**config.mk**
```make
export PLATFORM = sky130hd
export DESIGN_NAME = i2c_reg_ctrl
export DESIGN_NICKNAME = d
export VERILOG_FILES = /design/src/rtl/i2c_pkg.sv /design/src/rtl/i2c_step_decode.sv /design/src/rtl/i2c_reg_ctrl.sv
export SDC_FILE = /design/constraint.sdc
export NUM_CORES = 1
export LEC_CHECK = 0
export CAP_MARGIN = 20
export CORE_MARGIN = 2
export CORE_UTILIZATION = 55
export CTS_BUF_LIST = sky130_fd_sc_hd__clkbuf_8
export CTS_CLUSTER_SIZE = 16
export DETAILED_ROUTE_END_ITERATION = 10
export GPL_ROUTABILITY_DRIVEN = 0
export PLACE_DENSITY = 0.89
export SYNTH_ARGS = -nofsm -noshare
export SYNTH_HDL_FRONTEND = slang
export SYNTH_HIERARCHICAL = 1
export SYNTH_SLANG_ARGS = --single-unit
```
**constraint.sdc**
```tcl
create_clock -name clk -period 2.9 [get_ports clk]
set_input_delay 0.58 -clock clk [delete_from_list [all_inputs] [get_ports clk]]
set_output_delay 0.58 -clock clk [all_outputs]
set_load 0.01 [all_outputs]
```
**src/rtl/i2c_pkg.sv**
```systemverilog
// Shared constants and FSM state type for the I2C register-access sequencer.
package i2c_pkg;

    localparam logic [2:0] START_CMD   = 3'b000;
    localparam logic [2:0] WR_CMD      = 3'b001;
    localparam logic [2:0] RD_CMD      = 3'b010;
    localparam logic [2:0] STOP_CMD    = 3'b011;
    localparam logic [2:0] RESTART_CMD = 3'b100;

    localparam logic [1:0] ERR_OK        = 2'b00;
    localparam logic [1:0] ERR_DEV_NACK  = 2'b01;
    localparam logic [1:0] ERR_DATA_NACK = 2'b10;

    // din value for the single RD: bit 0 set makes the master NACK the last byte.
    localparam logic [7:0] RD_LAST_DIN = 8'h01;

    typedef enum logic [2:0] {IDLE, ISSUE, WAIT_LO, WAIT_HI, DONE} state_t;

endpackage

```
**src/rtl/i2c_step_decode.sv**
```systemverilog
// Maps (rw, step) of a single-register transfer to the master command and byte.
module i2c_step_decode
    import i2c_pkg::*;
(
    input  logic       rw,
    input  logic [2:0] step,
    input  logic [6:0] dev,
    input  logic [7:0] reg_addr,
    input  logic [7:0] wdata,
    output logic [2:0] cmd,
    output logic [7:0] din,
    output logic       is_stop,
    output logic       is_addr_byte,
    output logic       is_rd,
    output logic [2:0] stop_step
);

    always_comb begin
        cmd          = STOP_CMD;
        din          = 8'h00;
        is_addr_byte = 1'b0;
        stop_step    = rw ? 3'd6 : 3'd4;
        if (!rw) begin
            case (step)
                3'd0: cmd = START_CMD;
                3'd1: begin cmd = WR_CMD; din = {dev, 1'b0}; is_addr_byte = 1'b1; end
                3'd2: begin cmd = WR_CMD; din = reg_addr; end
                3'd3: begin cmd = WR_CMD; din = wdata; end
                default: cmd = STOP_CMD;
            endcase
        end else begin
            case (step)
                3'd0: cmd = START_CMD;
                3'd1: begin cmd = WR_CMD; din = {dev, 1'b0}; is_addr_byte = 1'b1; end
                3'd2: begin cmd = WR_CMD; din = reg_addr; end
                3'd3: cmd = RESTART_CMD;
                3'd4: begin cmd = WR_CMD; din = {dev, 1'b1}; is_addr_byte = 1'b1; end
                3'd5: begin cmd = RD_CMD; din = RD_LAST_DIN; end
                default: cmd = STOP_CMD;
            endcase
        end
        is_stop = (cmd == STOP_CMD);
        is_rd   = (cmd == RD_CMD);
    end

endmodule

```
**src/rtl/i2c_reg_ctrl.sv**
```systemverilog
// Sequences complete single-register I2C writes/reads onto a byte-level master.
// Optional: define I2C_RETRY_EN to retry NACKed requests up to MAX_RETRY times.
module i2c_reg_ctrl
    import i2c_pkg::*;
#(
    parameter logic [1:0] MAX_RETRY = 2'd2
) (
    input  logic       clk,
    input  logic       reset,
    input  logic       req_valid,
    output logic       req_ready,
    input  logic       req_rw,
    input  logic [6:0] req_dev,
    input  logic [7:0] req_reg,
    input  logic [7:0] req_wdata,
    output logic       rsp_valid,
    output logic [7:0] rsp_rdata,
    output logic [1:0] rsp_err,
    output logic [2:0] cmd,
    output logic [7:0] din,
    output logic       wr_i2c,
    input  logic       m_ready,
    input  logic       m_done_tick,
    input  logic       m_ack,
    input  logic [7:0] m_dout
);

    state_t     state;
    logic [2:0] step;
    logic       rw_q;
    logic [6:0] dev_q;
    logic [7:0] reg_q;
    logic [7:0] wdata_q;
    logic       nack_q;

    logic [2:0] dec_cmd;
    logic [7:0] dec_din;
    logic       dec_is_stop;
    logic       dec_is_addr;
    logic       dec_is_rd;
    logic [2:0] dec_stop_step;

    i2c_step_decode u_decode (
        .rw           (rw_q),
        .step         (step),
        .dev          (dev_q),
        .reg_addr     (reg_q),
        .wdata        (wdata_q),
        .cmd          (dec_cmd),
        .din          (dec_din),
        .is_stop      (dec_is_stop),
        .is_addr_byte (dec_is_addr),
        .is_rd        (dec_is_rd),
        .stop_step    (dec_stop_step)
    );

    // A NACK arriving in the same cycle ready returns must still divert to STOP.
    logic byte_nack;
    logic nack_now;
    assign byte_nack = m_done_tick && (dec_cmd == WR_CMD) && m_ack;
    assign nack_now  = nack_q || byte_nack;
    assign req_ready = (state == IDLE);

`ifdef I2C_RETRY_EN
    logic [1:0] retry_cnt;
    logic       retry_go;
    assign retry_go = nack_now && (retry_cnt < MAX_RETRY);
`else
    logic unused_max_retry;
    assign unused_max_retry = ^MAX_RETRY;
`endif

    always_ff @(posedge clk) begin
        if (reset) begin
            state     <= IDLE;
            step      <= 3'd0;
            rw_q      <= 1'b0;
            dev_q     <= 7'd0;
            reg_q     <= 8'd0;
            wdata_q   <= 8'd0;
            nack_q    <= 1'b0;
            rsp_valid <= 1'b0;
            rsp_rdata <= 8'd0;
            rsp_err   <= ERR_OK;
            wr_i2c    <= 1'b0;
            cmd       <= START_CMD;
            din       <= 8'd0;
`ifdef I2C_RETRY_EN
            retry_cnt <= 2'd0;
`endif
        end else begin
            wr_i2c    <= 1'b0;
            rsp_valid <= 1'b0;

            if ((state == WAIT_LO || state == WAIT_HI) && m_done_tick) begin
                if (byte_nack) begin
                    nack_q  <= 1'b1;
                    rsp_err <= dec_is_addr ? ERR_DEV_NACK : ERR_DATA_NACK;
                end
                if (dec_is_rd) rsp_rdata <= m_dout;
            end

            case (state)
                IDLE: begin
                    if (req_valid) begin
                        rw_q      <= req_rw;
                        dev_q     <= req_dev;
                        reg_q     <= req_reg;
                        wdata_q   <= req_wdata;
                        step      <= 3'd0;
                        nack_q    <= 1'b0;
                        rsp_err   <= ERR_OK;
                        rsp_rdata <= 8'd0;
`ifdef I2C_RETRY_EN
                        retry_cnt <= 2'd0;
`endif
                        state     <= ISSUE;
                    end
                end
                ISSUE: begin
                    if (m_ready) begin
                        wr_i2c <= 1'b1;
                        cmd    <= dec_cmd;
                        din    <= dec_din;
                        state  <= WAIT_LO;
                    end
                end
                WAIT_LO: begin
                    if (!m_ready) state <= WAIT_HI;
                end
                WAIT_HI: begin
                    if (m_ready) begin
                        if (dec_is_stop) begin
`ifdef I2C_RETRY_EN
                            if (retry_go) begin
                                retry_cnt <= retry_cnt + 2'd1;
                                rsp_err   <= ERR_OK;
                                nack_q    <= 1'b0;
                                step      <= 3'd0;
                                state     <= ISSUE;
                            end else begin
                                rsp_valid <= 1'b1;
                                state     <= DONE;
                            end
`else
                            rsp_valid <= 1'b1;
                            state     <= DONE;
`endif
                        end else if (nack_now) begin
                            step  <= dec_stop_step;
                            state <= ISSUE;
                        end else begin
                            step  <= step + 3'd1;
                            state <= ISSUE;
                        end
                    end
                end
                DONE:    state <= IDLE;
                default: state <= IDLE;
            endcase
        end
    end

endmodule

```
==> metrics <==
fill count=353; Max-slew headroom=51.0%; Yosys warnings=6; Worst R2R Start=step[1]$_SDFFE_PP0P_; Routed WL per cell=13.7 µm; most common library cells after synthesis=nand2_1, dfxtp_1, a21oi_1; Total GRT Usage=23.1%; Die Y=71.8 µm; I/O Buffers=61; number of remaining DRC errors=0; setup TNS=0 ps; CP max FO=23; Die Area=5160 µm²; I/O pins=62; worst vdd ir=315 µV; Leak=1.14 nW; TritonCTS clock tree=built; nature of the critical path endpoint=register; Vias/cell=5.48; RSZ-0062 raised after global routing=false; 1st-iter DRT viols=82; Inserted Diodes=0; Rows=24; Synth top area share=42.7%; total of max-cap violations=0; Initial Util=57.7%; CTS resizes=0; status=finished, final reports clean; synthesized area per cell=8.16 µm²; Root Buffer=clkbuf_8; Yosys cell types=46; top-count cell post-synth=nand2_1; Final Hold Viols=0; hold_buf cts=0; Area contributors post-synth=dfxtp_1, nand2_1, a21oi_1, mux2i_1, a221o_1; cells after synthesis=310; largest net degree at the start of global routing=29; Post-DRT Antenna Nets=0; # H-tree levels=2; drt pass-1 iters=4; CP Buf/Inv Count=0; clk sink count=54; Max clock buf depth=2; critical path data arrival time=2390 ps; share of cells above drive strength 1=6.65%; Hold Path Class=register to register; number of flops mapped to enable cells by yosys=0; Final Skew=11.9 ps; Core Region=4380 µm²; pwr dens=464 nW/µm²; maximum clock frequency=0.468 GHz; clock-pin slew on the worst setup and hold paths=100 ps; register area share after synthesis=42.7%; share of synthesized registers carrying an async set or reset=0%; hold path start=rsp_rdata[5]$_SDFF_PP0_; Final Cycle Share=73.7%; Critical Path Start=step[1]$_SDFFE_PP0P_; #FFs+latches synth=54; area leader, netlist=dfxtp_1; Post-CTS Setup Inserts=0; Critical Path RT=3160 ps; CP delay by family, top=simple AND/OR/NAND/NOR gates; grt total ovfl=0; Clk Latency, worst-skew pair=310 ps; crit path time final=2140 ps; initial antenna violation count=0; kind of critical path=register to register; Finish-stage setup viols=0; via count of the first global-routing pass=2140; Hold Slack=457 ps; Post-Syn Area=2530 µm²; Area Growth Syn to Fin=27.4%; Post-Syn Nets=349; Final nets=399; Slew Limit Fails=0; Least-Margin Pin Slew=734 ps; wire length of the first global-routing pass=9510 µm; top_reg_cell synth=dfxtp_1; Post-DP HPWL=3950 µm; Critical Path Start Type=register; vias after detailed routing=2262; CP max stage cell=dfxtp_1; Critical Path, Cell by Cell=nand2b_1, o21a_1, nor3b_2, and4_1, mux2_2, nor2_1; Num CTS Buffers=5; width of the die=71.8 µm; slowest stage delay, CP=560 ps; final wirelength=5650 µm
-- power by group --
group,switching [mW],internal [mW],total [mW]
combinational,0.0934,0.0959,0.189
sequential,0.0304,0.770,0.801
clock,0.248,0.259,0.507
-- sequential cells by signal, indices dropped and copies added, names as in the netlist --
register and flops:
cmd 3, dev_q 7, din 8, nack_q 1
reg_q 8, rsp_err 2, rsp_rdata 8, rsp_valid 1
rw_q 1, state 3, step 3, wdata_q 8
wr_i2c 1
-- routing by layer --
layer | share of wire, % | up-vias | GRT usage, %
met5 | 0 | - | 0
met4 | 2.1 | 0 | 9.01
met3 | 4.7 | 11 | 4.78
met2 | 48 | 62 | 39.5
met1 | 45 | 1036 | 28.6
li1 | - | 1153 | -
-- path summary, 6_finish.rpt --
path / endpoint / slack [ps] / depth (start not counted)
worst max-delay path: rsp_err[1]$_SDFF_PP0_ / 760 / 6
worst min-delay path: rsp_rdata[5]$_SDFF_PP0_ / 460 / 2
worst max register to register: rsp_err[1]$_SDFF_PP0_ / 760 / 6
worst min register to register: rsp_rdata[5]$_SDFF_PP0_ / 460 / 2
-- cells by family after synthesis --
| group | synth area share (%) |
|---|---|
| adder cells (fa/ha/maj) | 0.494 |
| AO/OA/AOI/OAI | 19.7 |
| buffers and inverters | 5.93 |
| AND/OR/NAND/NOR | 25.7 |
| XOR/XNOR | 0.346 |
| multiplexers | 4.80 |
| flip-flops | 42.7 |
| other | 0.297 |
-- layout make-up --
| cell class | instances | area (µm²) | share of cell area, % |
|---|---|---|---|
| clock buffers | 5 | 68.8 | 2.13 |
| clock inverters | 3 | 43.8 | 1.36 |
| inverters | 3 | 11.3 | 0.349 |
| multi-input cells | 229 | 1300 | 40.3 |
| flip-flops and latches | 54 | 1080 | 33.5 |
| well taps | 52 | 65.1 | 2.02 |
| repair buffers | 67 | 656 | 20.3 |
-- worst reg2reg max path, delay by kind of cell, from the launching register on --
| family | cells | cell delay (ps) |
|---|---|---|
| DFF | 1 | 560 |
| muxes | 1 | 350 |
| and+or+nand+nor | 4 | 960 |
| AOI/OAI and AO/OA | 1 | 210 |
-- per-stage QoR --
stage	instances	area [µm²]	worst slack, ps	utilization (%)	power, mW
final	413	3220	763	73.5	1.50
after global routing	413	3220	676	73.5	1.55
after CTS	413	3220	742	73.5	1.50
after detailed placement	405	3110	788	71.0	1.00
after global placement	405	3110	813	71.0	0.999
after floorplan	310	2530	977	-	0.923
-- cells in the final DEF, fill, tap and decap left out, types with 2 or more instances in the layout --
cell,synthesis,routed
nor2b_1,6,6
nand3_1,3,3
nand2_1,89,89
inv_1,3,3
a21oi_1,52,52
nand2b_1,3,3
nor3_1,6,6
or2_1,2,2
dfxtp_1,54,54
and3_1,2,2
nand3b_1,2,2
clkdlybuf4s50_1,0,61
a211oi_1,8,8
clkbuf_8,0,5
mux2i_1,11,11
buf_4,4,6
o21ai_0,2,2
a221o_1,7,7
nor2_1,10,10
conb_1,2,2
Power figures use the tool's default switching activity.
